<file path="src/rtl/img_xfer_pkg.sv">
// Shared definitions for the pixel pull protocol between the frame buffer
// responder and the CPU image reader.
package img_xfer_pkg;

   localparam int PIX_W        = 24;
   localparam int FRAME_WIDTH  = 640;
   localparam int FRAME_HEIGHT = 480;
   localparam int FRAME_ADDR_W = 19;
   localparam int RD_LAT_DEF   = 2;

   // Encoding is also decoded by the reader's debug PIO, keep it fixed.
   typedef enum logic [2:0] {
      ST_IDLE    = 3'd0,
      ST_FETCH   = 3'd1,
      ST_WAIT    = 3'd2,
      ST_PRESENT = 3'd3,
      ST_DONE    = 3'd4
   } pix_state_e;

endpackage

</file>
<file path="src/rtl/img_pix_server_if.sv">
// Pixel pull handshake plus frame-buffer read port, bundled for the responder.
interface img_pix_server_if
   import img_xfer_pkg::*;
#(
   parameter int ADDR_W = FRAME_ADDR_W
);

   logic              cpu_rdy;
   logic              get_next_pix;
   logic              pix_rdy;
   logic [PIX_W-1:0]  pixel_data;
   logic              img_done;
   logic              mem_rd;
   logic [ADDR_W-1:0] mem_addr;
   logic [PIX_W-1:0]  mem_rdata;
   logic [2:0]        state_out;

   modport slave (
      input  cpu_rdy, get_next_pix, mem_rdata,
      output pix_rdy, pixel_data, img_done, mem_rd, mem_addr, state_out
   );

   modport master (
      output cpu_rdy, get_next_pix, mem_rdata,
      input  pix_rdy, pixel_data, img_done, mem_rd, mem_addr, state_out
   );

endinterface

</file>
<file path="src/rtl/img_pix_server_rd_lat_pipe.sv">
// Tracks an outstanding frame-buffer read and flags the cycle its data is valid.
module rd_lat_pipe #(
   parameter int RD_LAT = 2
) (
   input  logic clk,
   input  logic reset_n,
   input  logic flush,
   input  logic rd,
   output logic cap
);

   logic [RD_LAT-1:0] sr;

   always_ff @(posedge clk or negedge reset_n) begin
      if (!reset_n) begin
         sr <= '0;
      end else if (flush) begin
         sr <= '0;
      end else begin
         sr <= RD_LAT'({sr, rd});
      end
   end

   assign cap = sr[RD_LAT-1];

endmodule

</file>
<file path="src/rtl/img_pix_server.sv">
// Frame-buffer-side responder: fetches one pixel per reader request and
// flags end of frame after the last pixel is consumed.
//
// state   | meaning
// IDLE    | no frame requested, address parked at 0
// FETCH   | read strobe to frame buffer for current address
// WAIT    | read in flight, capture data on the strobe from rd_lat_pipe
// PRESENT | pixel valid, waiting for the reader to consume it
// DONE    | last pixel consumed, hold until reader drops cpu_rdy
module img_pix_server
   import img_xfer_pkg::*;
#(
   parameter int WIDTH  = FRAME_WIDTH,
   parameter int HEIGHT = FRAME_HEIGHT,
   parameter int ADDR_W = FRAME_ADDR_W,
   parameter int RD_LAT = RD_LAT_DEF
) (
   input logic             clk,
   input logic             reset_n,
   img_pix_server_if.slave bus
);

   localparam logic [ADDR_W-1:0] LAST_ADDR = ADDR_W'(WIDTH * HEIGHT - 1);

   pix_state_e        state, state_nxt;
   logic [ADDR_W-1:0] addr, addr_nxt;
   logic [PIX_W-1:0]  pix_q;
   logic              rd;
   logic              cap;
   logic              cap_en;
   logic              flush;

   always_ff @(posedge clk or negedge reset_n) begin
      if (!reset_n) begin
         state <= ST_IDLE;
         addr  <= '0;
         pix_q <= '0;
      end else begin
         state <= state_nxt;
         addr  <= addr_nxt;
         if (cap_en) begin
            pix_q <= bus.mem_rdata;
         end
      end
   end

   always_comb begin
      state_nxt = state;
      addr_nxt  = addr;
      cap_en    = 1'b0;
      flush     = 1'b0;
      unique case (state)
         ST_IDLE: begin
            addr_nxt = '0;
            if (bus.cpu_rdy) begin
               state_nxt = ST_FETCH;
            end
         end
         ST_FETCH: begin
            if (!bus.cpu_rdy) begin
               state_nxt = ST_IDLE;
               addr_nxt  = '0;
               flush     = 1'b1;
            end else begin
               state_nxt = ST_WAIT;
            end
         end
         ST_WAIT: begin
            if (!bus.cpu_rdy) begin
               state_nxt = ST_IDLE;
               addr_nxt  = '0;
               flush     = 1'b1;
            end else if (cap) begin
               cap_en    = 1'b1;
               state_nxt = ST_PRESENT;
            end
         end
         ST_PRESENT: begin
            // Abort takes priority over a same-cycle consume.
            if (!bus.cpu_rdy) begin
               state_nxt = ST_IDLE;
               addr_nxt  = '0;
               flush     = 1'b1;
            end else if (bus.get_next_pix) begin
               if (addr == LAST_ADDR) begin
                  state_nxt = ST_DONE;
               end else begin
                  addr_nxt  = addr + 1'b1;
                  state_nxt = ST_FETCH;
               end
            end
         end
         ST_DONE: begin
            if (!bus.cpu_rdy) begin
               state_nxt = ST_IDLE;
               addr_nxt  = '0;
            end
         end
         default: begin
            state_nxt = ST_IDLE;
            addr_nxt  = '0;
         end
      endcase
   end

   assign rd = (state == ST_FETCH);

   rd_lat_pipe #(
      .RD_LAT (RD_LAT)
   ) u_rd_lat_pipe (
      .clk     (clk),
      .reset_n (reset_n),
      .flush   (flush),
      .rd      (rd),
      .cap     (cap)
   );

   assign bus.mem_rd     = rd;
   assign bus.mem_addr   = addr;
   assign bus.pix_rdy    = (state == ST_PRESENT);
   assign bus.img_done   = (state == ST_DONE);
   assign bus.pixel_data = pix_q;
   assign bus.state_out  = state;

endmodule

</file>
<file path="src/flat_wrapper.sv">
// flat-port wrapper written by rule: the top's interface ports become plain ports
module img_pix_server_flat import img_xfer_pkg::*;
#(
   parameter int WIDTH  = FRAME_WIDTH,
   parameter int HEIGHT = FRAME_HEIGHT,
   parameter int ADDR_W = FRAME_ADDR_W,
   parameter int RD_LAT = RD_LAT_DEF
)
  (clk, reset_n, bus_cpu_rdy, bus_get_next_pix, bus_mem_rdata, bus_pix_rdy, bus_pixel_data, bus_img_done, bus_mem_rd, bus_mem_addr, bus_state_out);
  img_pix_server_if #(.ADDR_W(ADDR_W)) bus_i ();
  input logic clk;
  input logic reset_n;
  input wire logic [$bits(bus_i.cpu_rdy)-1:0] bus_cpu_rdy;
  input wire logic [$bits(bus_i.get_next_pix)-1:0] bus_get_next_pix;
  input wire logic [$bits(bus_i.mem_rdata)-1:0] bus_mem_rdata;
  output wire logic [$bits(bus_i.pix_rdy)-1:0] bus_pix_rdy;
  output wire logic [$bits(bus_i.pixel_data)-1:0] bus_pixel_data;
  output wire logic [$bits(bus_i.img_done)-1:0] bus_img_done;
  output wire logic [$bits(bus_i.mem_rd)-1:0] bus_mem_rd;
  output wire logic [$bits(bus_i.mem_addr)-1:0] bus_mem_addr;
  output wire logic [$bits(bus_i.state_out)-1:0] bus_state_out;
  assign bus_i.cpu_rdy = bus_cpu_rdy;
  assign bus_i.get_next_pix = bus_get_next_pix;
  assign bus_i.mem_rdata = bus_mem_rdata;
  assign bus_pix_rdy = bus_i.pix_rdy;
  assign bus_pixel_data = bus_i.pixel_data;
  assign bus_img_done = bus_i.img_done;
  assign bus_mem_rd = bus_i.mem_rd;
  assign bus_mem_addr = bus_i.mem_addr;
  assign bus_state_out = bus_i.state_out;
  img_pix_server #(.WIDTH(WIDTH), .HEIGHT(HEIGHT), .ADDR_W(ADDR_W), .RD_LAT(RD_LAT)) u_core (.clk(clk), .reset_n(reset_n), .bus(bus_i));
endmodule
</file>
<file path="config.mk">
export PLATFORM = sky130hd
export DESIGN_NAME = img_pix_server_flat
export DESIGN_NICKNAME = d
export VERILOG_FILES = /design/src/rtl/img_xfer_pkg.sv /design/src/rtl/img_pix_server_if.sv /design/src/rtl/img_pix_server_rd_lat_pipe.sv /design/src/rtl/img_pix_server.sv /design/src/flat_wrapper.sv
export SDC_FILE = /design/constraint.sdc
export NUM_CORES = 1
export LEC_CHECK = 0
export CAP_MARGIN = 20
export CORE_UTILIZATION = 59
export DETAILED_ROUTE_END_ITERATION = 16
export DONT_BUFFER_PORTS = 1
export GPL_TIMING_DRIVEN = 0
export PLACE_DENSITY = 0.75
export SYNTH_ARGS = -nofsm -noshare
export SYNTH_HDL_FRONTEND = slang
export SYNTH_SLANG_ARGS = --single-unit
</file>
<file path="constraint.sdc">
create_clock -name clk -period 2.76 [get_ports clk]
set_clock_uncertainty 0.1 [all_clocks]
set_input_delay 0.276 -clock clk [delete_from_list [all_inputs] [get_ports clk]]
set_output_delay 0.276 -clock clk [all_outputs]
set_load 0.02 [all_outputs]
</file>
==> reports/summary.txt, run 1 <==
POWER AND IR DROP
----------------------------------------------------------------------------------
Leakage power summed over all cells                                       1.222 nW
Areal power density over the cells                                    643.1 nW/um^2
IR drop worst, VDD                                                        290.3 uV

TIMING
----------------------------------------------------------------------------------
Tcrit/Tclk final                                                            75.71%
Min setup slack post-route                                               0.6703 ns
Slew @ Worst Pin                                                         0.6870 ns
Minimum clock period after layout                                         2.090 ns
Setup violations, final                                                          0
Top achievable clock speed                                               478.5 MHz
Slew Viols, Final                                                                0
Aggregate negative setup slack                                                0 ns
Number of endpoints with negative hold slack in the final report                 0
Setup repair after global routing missed its margin                             no
Worst max-slew margin expressed relative to the limit                       53.85%

PLACEMENT
----------------------------------------------------------------------------------
Worst setup slack before clock tree synthesis                            0.7093 ns
Routability-driven placement congestion ratio                               0.9141
HPWL after detailed placement                                              3599 um
Post-Place Cells                                                               266
Port buffer count                                                                0

CTS
----------------------------------------------------------------------------------
Clock Sinks                                                                     48
Clk slew on worst S/H paths                                                0.08 ns
Post_cts resized                                                                 0
H-tree levels                                                                    2
CTS max path bufs                                                                2
Hold-fix buffers, CTS                                                            3
Clock insertion delay at the later pin of the skew report                  0.30 ns
CTS tree                                                                       yes
Clock root buffer master                                                  clkbuf_8
Setup repair bufs after CTS                                                      0
TritonCTS buffer count                                                           5

LAYOUT
----------------------------------------------------------------------------------
Share of final-layout standard cells stronger than drive strength 1         13.04%
Final nets                                                                     258
Number of cells in the finished layout apart from fillers                      278
N_diodes                                                                         0
Filler cells                                                                   279
P&R area growth vs syn                                                      10.12%
Sequential cell area                                                     1201 um^2
Area used by multi-input combinational logic                             1072 um^2

SYNTHESIS
----------------------------------------------------------------------------------
Top cell type's share of synthesized area                                   50.85%
Count of flip-flops with a built-in enable after synthesis                       0
Yosys warning total                                                              0
Sequential share of the synthesized area                                    50.85%
Synth async-reset ratio                                                     100.0%
Dominant cell type by area after synthesis                                 dfrtp_1
Post-synthesis cell count                                                      218
Post-synth top flop                                                        dfrtp_1
Post-Synthesis Mean Instance Area                                       10.84 um^2
Post-Synthesis Cell Area                                                 2362 um^2
Cell types with the largest area share after synthesis                dfrtp_1 51%, mux2_1 11%, a21oi_1 3.4%
Number of synthesized register bits                                             48
Cell variety after synth                                                        47
Syn_nets                                                                       247

FLOORPLANNING
----------------------------------------------------------------------------------
Row count                                                                       22
Die span in x                                                             65.28 um
Initial Utilization                                                         63.10%
Num ports                                                                       77
Core Area                                                                3744 um^2
Die Outline Area                                                         4261 um^2
Chip Height                                                               65.28 um

RUN
----------------------------------------------------------------------------------
Total of max-cap violations                                                      0

ROUTE
----------------------------------------------------------------------------------
Mean routed wirelength per cell                                           18.03 um
Iteration-0 DRC Markers                                                        125
Routed via count divided by cell count                                       6.568
Length of the first detailed-routing pass in iterations                          4
Final Routed Wirelength                                                    5013 um
Number of design rule violations left after detail routing                       0
DR vias                                                                       1826
Antenna-violating nets left                                                      0

MIN PATH
----------------------------------------------------------------------------------
Hold-critical path depth                                                         1
Hold crit path type                                                   primary input to register

GLOBAL ROUTING
----------------------------------------------------------------------------------
Total global routing track utilization                                      25.06%
Total congestion overflow                                                        0
Pin count of the biggest net entering global routing                            49
First-pass GRT wire length                                                 8142 um
Initial antenna violation count                                                  0
Via count of the first global-routing pass                                    1712

CRITICAL PATH
----------------------------------------------------------------------------------
Critical path origin                                                  u_core.bus.state_out[0]
Maximum fanout encountered on the critical timing path                          10
Critical path start-end classification                                register to output port
Critical path launch point type                                           register
Element type at the critical path end                                  output port
Reg-to-reg critical path startpoint                                   u_core.bus.mem_addr[1]
Worst-case reg-to-reg path depth                                                 7
CP endpoint                                                             bus_mem_rd
Flop2flop setup slack                                                      0.71 ns
Reg-to-Reg End                                                        u_core.bus.mem_addr[16]
Signal arrival time at the worst endpoint                                  1.71 ns
Required time of the critical path                                         2.38 ns

RUN STATUS
----------------------------------------------------------------------------------
Result of the run                                                        completed

==> stage by stage <==
step	area (um^2)	utilization [%]	hold slack, ns	total power [W]
after detailed placement	2422	64.71	-0.1185	0.001144
after global routing	2601	69.49	0.0003001	0.001744
after CTS	2591	69.22	0.004714	0.001688
after floorplan	2362	-	-0.1196	0.001093
final	2601	69.49	0.009806	0.001673
after global placement	2422	64.71	-0.1187	0.001124
==> routing by layer <==
metal  up-vias  global-route usage, %  routed length (um)
met1       878                  31.81                2097
met5         -                      0                   0
li1        850                      -                   -
met2        92                  42.27                2447
met3         6                  6.424                 427
met4         0                  6.793                  41
==> worst min path at each step <==
stage                                 start                         to  slack, ns
after floorplan                     reset_n     u_core.bus.mem_addr[0]      -0.12
after global placement              reset_n   u_core.bus.pixel_data[1]      -0.12
after detailed placement            reset_n   u_core.bus.pixel_data[1]      -0.12
after CTS                 bus_mem_rdata[13]  u_core.bus.pixel_data[13]      0.005
after global routing      bus_mem_rdata[11]  u_core.bus.pixel_data[11]     0.0003
final                     bus_mem_rdata[11]  u_core.bus.pixel_data[11]       0.01
==> critical path, stage by stage (launching register included) <==
cell	delay, ns
dfrtp_1	0.48
buf_2	0.26
inv_2	0.09
nor3_1	0.59
==> cell usage after synthesis (2+ instances only) <==
cell type / n
dfrtp_1: 48
mux2_1: 24
a21oi_1: 16
nand2_1: 16
nand3_1: 14
o21ai_1: 12
buf_2: 11
nor3_1: 7
o21ai_0: 5
o31ai_1: 5
a31oi_1: 4
and3_1: 4
nand4_1: 3
o211ai_1: 3
o311ai_1: 3
a211o_1: 2
a41oi_1: 2
and2_1: 2
and4_1: 2
and4bb_1: 2
inv_1: 2
nand2b_1: 2
nor2_1: 2
nor2b_1: 2
nor3b_1: 2
or3_1: 2
==> placed cells by master, fill, tap and decap left out, drive strengths merged, types with 4 or more instances in the layout <==
master / netlist / final
clkbuf: 1 / 7
mux2: 25 / 25
a31oi: 4 / 4
o31ai: 5 / 5
nand2: 17 / 17
nand4: 4 / 4
buf: 13 / 14
dfrtp: 48 / 48
o21ai: 17 / 17
and3: 5 / 5
a21oi: 16 / 16
nand3: 14 / 14
nor3: 7 / 7
==> sequential cells by signal, indices dropped and copies added, names as in the netlist <==
| signal | flops |
|---|---|
| u_core.bus.pixel_data | 24 |
| u_core.bus.mem_addr | 19 |
| u_core.u_rd_lat_pipe.sr | 2 |
| u_core.bus.state_out | 3 |
==> layout make-up <==
| type | instances | area share [%] |
|---|---|---|
| Timing Repair Buffer | 4 | 2.213 |
| Clock buffer | 6 | 3.175 |
| Tap cell | 48 | 2.309 |
| Buffer | 14 | 2.982 |
| Multi-Input combinational cell | 153 | 41.22 |
| Clock inverter | 2 | 1.491 |
| Sequential cell | 48 | 46.18 |
| Inverter | 3 | 0.4329 |
==> cells by family (layout without fill, tap and decap cells) <==
logic type / Yosys count / in the layout / share of synthesized area, %
AOI/OAI and AO/OA: 58 / 58 / 15.41
adders and majority gates: 1 / 1 / 0.5296
buffers and inverters: 17 / 29 / 3.760
DFF: 48 / 48 / 50.85
muxes: 25 / 25 / 11.92
and+or+nand+nor: 69 / 69 / 17.53
==> report_power, final <==
part	switching [W]	internal, W	leakage [nW]	total, W
clock	0.000230	0.000296	0.0614	0.000526
combinational	0.0000926	0.0000763	0.508	0.000169
sequential	0.000182	0.000796	0.653	0.000978
Power figures use the tool's default switching activity.
==> inputs of run 2 (changes only) <==
CORE_UTILIZATION = 56   (was 59)
PLACE_DENSITY = 0.74   (was 0.75)
clock period = 1.7 ns   (was 2.76 ns; I/O delays follow)
==> reports/summary.txt, run 2 (same netlist as run 1, synthesis figures left out) <==
LAYOUT
----------------------------------------------------------------------------------
Share of final-layout standard cells stronger than drive strength 1         53.05%   was 13.04%
Number of cells in the finished layout apart from fillers                      329   was 278
Final design area excluding fillers                                      3526 um^2   was 2601 um^2
Final nets                                                                     308   was 258
Commonest cells after routing, fill and taps aside                    27 x dfrtp_1, 26 x dlygate4sd3_1, 24 x mux2_4, 21 x dfrtp_2, 18 x buf_4   was 48 x dfrtp_1, 24 x mux2_1, 16 x nand2_1, 16 x a21oi_1, 14 x nand3_1
N_diodes                                                                         0   unchanged
P&R area growth vs syn                                                      49.26%   was 10.12%
Commonest non-fill, non-tap cell in the layout                             dfrtp_1   unchanged
Largest register FFs                                                            24   unchanged

TIMING
----------------------------------------------------------------------------------
Slew Viols, Final                                                                0   unchanged
Hold slack final                                                        0.06041 ns   was 0.009806 ns
Minimum clock period after layout                                         2.030 ns
Setup violations, final                                                         46   was 0
Setup repair after global routing missed its margin                            yes   was no
Min setup slack post-route                                              -0.3296 ns   was 0.6703 ns
Top achievable clock speed                                               492.7 MHz
Number of endpoints with negative hold slack in the final report                 0   unchanged
Tcrit/Tclk final                                                            119.4%
Worst max-slew margin expressed relative to the limit                       76.26%   was 53.85%
Slew @ Worst Pin                                                         0.3552 ns   was 0.6870 ns

CRITICAL PATH
----------------------------------------------------------------------------------
Worst-case reg-to-reg path depth                                                 6   was 7
Critical path origin                                                  u_core.bus.mem_addr[1]   was u_core.bus.state_out[0]
Cell with the biggest individual delay on the critical path                dfrtp_2   was nor3_1
Largest stage delay on the critical path                                   0.50 ns   was 0.59 ns
Maximum fanout encountered on the critical timing path                           6   was 10
Crit path cell chain                                                  ha_4 -> and3_4 -> and3_4 -> and2_4 -> o311ai_4 -> o31ai_2   was buf_2 -> inv_2 -> nor3_1
Reg-to-reg critical path startpoint                                   u_core.bus.mem_addr[1]   unchanged
Gate family responsible for the most delay along the worst path       compound AO/OA/AOI/OAI gates   was simple AND/OR/NAND/NOR gates
Required time of the critical path                                         1.77 ns   was 2.38 ns
Flop2flop setup slack                                                     -0.33 ns   was 0.71 ns
Critical path launch point type                                           register   unchanged
Element type at the critical path end                                     register   was output port
Cell occurring most often along the worst timing path                       and3_4
Reg-to-Reg End                                                        u_core.bus.mem_addr[6]   was u_core.bus.mem_addr[16]
Critical path start-end classification                                register to register   was register to output port
Signal arrival time at the worst endpoint                                  2.10 ns   was 1.71 ns
Number of buffer and inverter stages on the critical path                        0   was 2

POWER AND IR DROP
----------------------------------------------------------------------------------
Switching component of the power                                       0.0009951 W   was 0.0005041 W
Areal power density over the cells                                    911.1 nW/um^2   was 643.1 nW/um^2
Share of power burned in combinational logic                                 18.9%   was 10.1%
Part of the power in the clock network                                       30.8%   was 31.4%
Internal power summed over all cells                                    0.002217 W   was 0.001169 W
Sw Share                                                                    30.98%   was 30.13%
IR drop worst, VDD                                                        468.4 uV   was 290.3 uV
Leakage power summed over all cells                                       1.585 nW   was 1.222 nW
Sequential cell fraction of total power                                      50.3%   was 58.5%

FLOORPLANNING
----------------------------------------------------------------------------------
Initial Utilization                                                         58.63%   was 63.10%
Chip Height                                                               66.95 um   was 65.28 um
Die Outline Area                                                         4482 um^2   was 4261 um^2
Row count                                                                       23   was 22
Die span in x                                                             66.95 um   was 65.28 um
Num ports                                                                       77   unchanged
Core Area                                                                4029 um^2   was 3744 um^2

PLACEMENT
----------------------------------------------------------------------------------
Routability-driven placement congestion ratio                               0.9143   was 0.9141
Post-Place Cells                                                               268   was 266
Port buffer count                                                                0   unchanged
Worst setup slack before clock tree synthesis                           -0.2171 ns   was 0.7093 ns
Post-placement cell area                                                 2502 um^2   was 2422 um^2
HPWL after detailed placement                                              3858 um   was 3599 um

ROUTE
----------------------------------------------------------------------------------
Iteration-0 DRC Markers                                                        228   was 125
Antenna-violating nets left                                                      0   unchanged
DR vias                                                                       2269   was 1826
Final Routed Wirelength                                                    8511 um   was 5013 um
Number of design rule violations left after detail routing                       0   unchanged
Mean routed wirelength per cell                                           25.87 um   was 18.03 um
Routed via count divided by cell count                                       6.897   was 6.568
Length of the first detailed-routing pass in iterations                          4   unchanged

GLOBAL ROUTING
----------------------------------------------------------------------------------
Initial antenna violation count                                                  0   unchanged
Total congestion overflow                                                        0   unchanged
First-pass GRT wire length                                                11580 um   was 8142 um
Total global routing track utilization                                      36.31%   was 25.06%
Pin count of the biggest net entering global routing                            49   unchanged
Via count of the first global-routing pass                                    2279   was 1712

MIN PATH
----------------------------------------------------------------------------------
Hold crit path type                                                   primary input to register   unchanged
Beginning of the worst hold path                                      bus_get_next_pix   was bus_mem_rdata[11]
Hold-critical path depth                                                         3   was 1
Capture endpoint of the worst hold path                               u_core.bus.state_out[2]   was u_core.bus.pixel_data[11]

CTS
----------------------------------------------------------------------------------
Clock root buffer master                                                  clkbuf_8   unchanged
H-tree levels                                                                    2   unchanged
TritonCTS buffer count                                                           5   unchanged
Clk slew on worst S/H paths                                                0.09 ns   was 0.08 ns
CTS tree                                                                       yes   unchanged
CTS max path bufs                                                                2   unchanged
Clock Sinks                                                                     48   unchanged
Clock insertion delay at the later pin of the skew report                  0.31 ns   was 0.30 ns

RUN
----------------------------------------------------------------------------------
Total of max-cap violations                                                      0   unchanged

RUN STATUS
----------------------------------------------------------------------------------
Result of the run                                                     complete, but fails checks   was completed
Failing checks                                                        setup timing

run 2: worst reg2reg max path, stage by stage, from the launching register on:
cell      delay (ns)
dfrtp_2         0.50
ha_4            0.20
and3_4          0.18
and3_4          0.18
and2_4          0.17
o311ai_4        0.40
o31ai_2         0.16
run 2: per-stage QoR:
stage	setup TNS [ns]	power, W	util [%]
after global placement	-4.402	0.001846	62.11
after detailed placement	-6.408	0.001880	62.11
final	-6.422	0.003212	87.52
after floorplan	-0.1835	0.001794	-
after global routing	-7.844	0.003285	87.52
after CTS	-3.635	0.003097	82.80
run 2: worst max path at each step:
stage / endpoint / slack, ns / cells after the start
floorplan: u_core.bus.mem_addr[6] / -0.09 / 8
global placement: u_core.bus.mem_addr[9] / -0.16 / 6
CTS: u_core.bus.mem_addr[6] / -0.14 / 6
finish: u_core.bus.mem_addr[6] / -0.33 / 6
global route: u_core.bus.mem_addr[6] / -0.35 / 6
detailed placement: u_core.bus.pixel_data[6] / -0.22 / 5
run 2: layer usage:
layer	track usage, %	vias to the layer above	wire [um]
li1	-	939	-
met1	43.14	1125	3139
met2	59.72	167	4218
met3	9.760	38	772
met4	18.88	0	381
met5	0	-	0
run 2: what timing repair did:
action / in CTS / in global routing
hold buffers: 27 / 0
pin swaps: 14 / 23
endpoints found under the setup margin: 47 / 47
setup buffers: 15 / 10
hold endpoints to repair: 76 / 0
gates cloned: 3 / 1
gates resized for setup: 79 / 30
run 2: layout make-up:
| class | instances | area (um^2) |
|---|---|---|
| tap | 50 | 62.56 |
| sequential | 48 | 1227 |
| clock buffer | 5 | 68.82 |
| buffer | 12 | 118.9 |
| fill | 168 | 503.0 |
| multi-input combinational | 153 | 1428 |
| clock inverter | 2 | 60.06 |
| timing repair buffer | 56 | 541.8 |
| inverter | 3 | 18.77 |
run 2: power groups by stage:
stage	Combinational, W	Clock, W	Sequential [W]
global route	0.000632	0.00102	0.00163
finish	0.000606	0.000989	0.00162
floorplan	0.000212	0	0.00158
detailed placement	0.000264	0	0.00162
global placement	0.000241	0	0.00160
CTS	0.000535	0.000962	0.00160
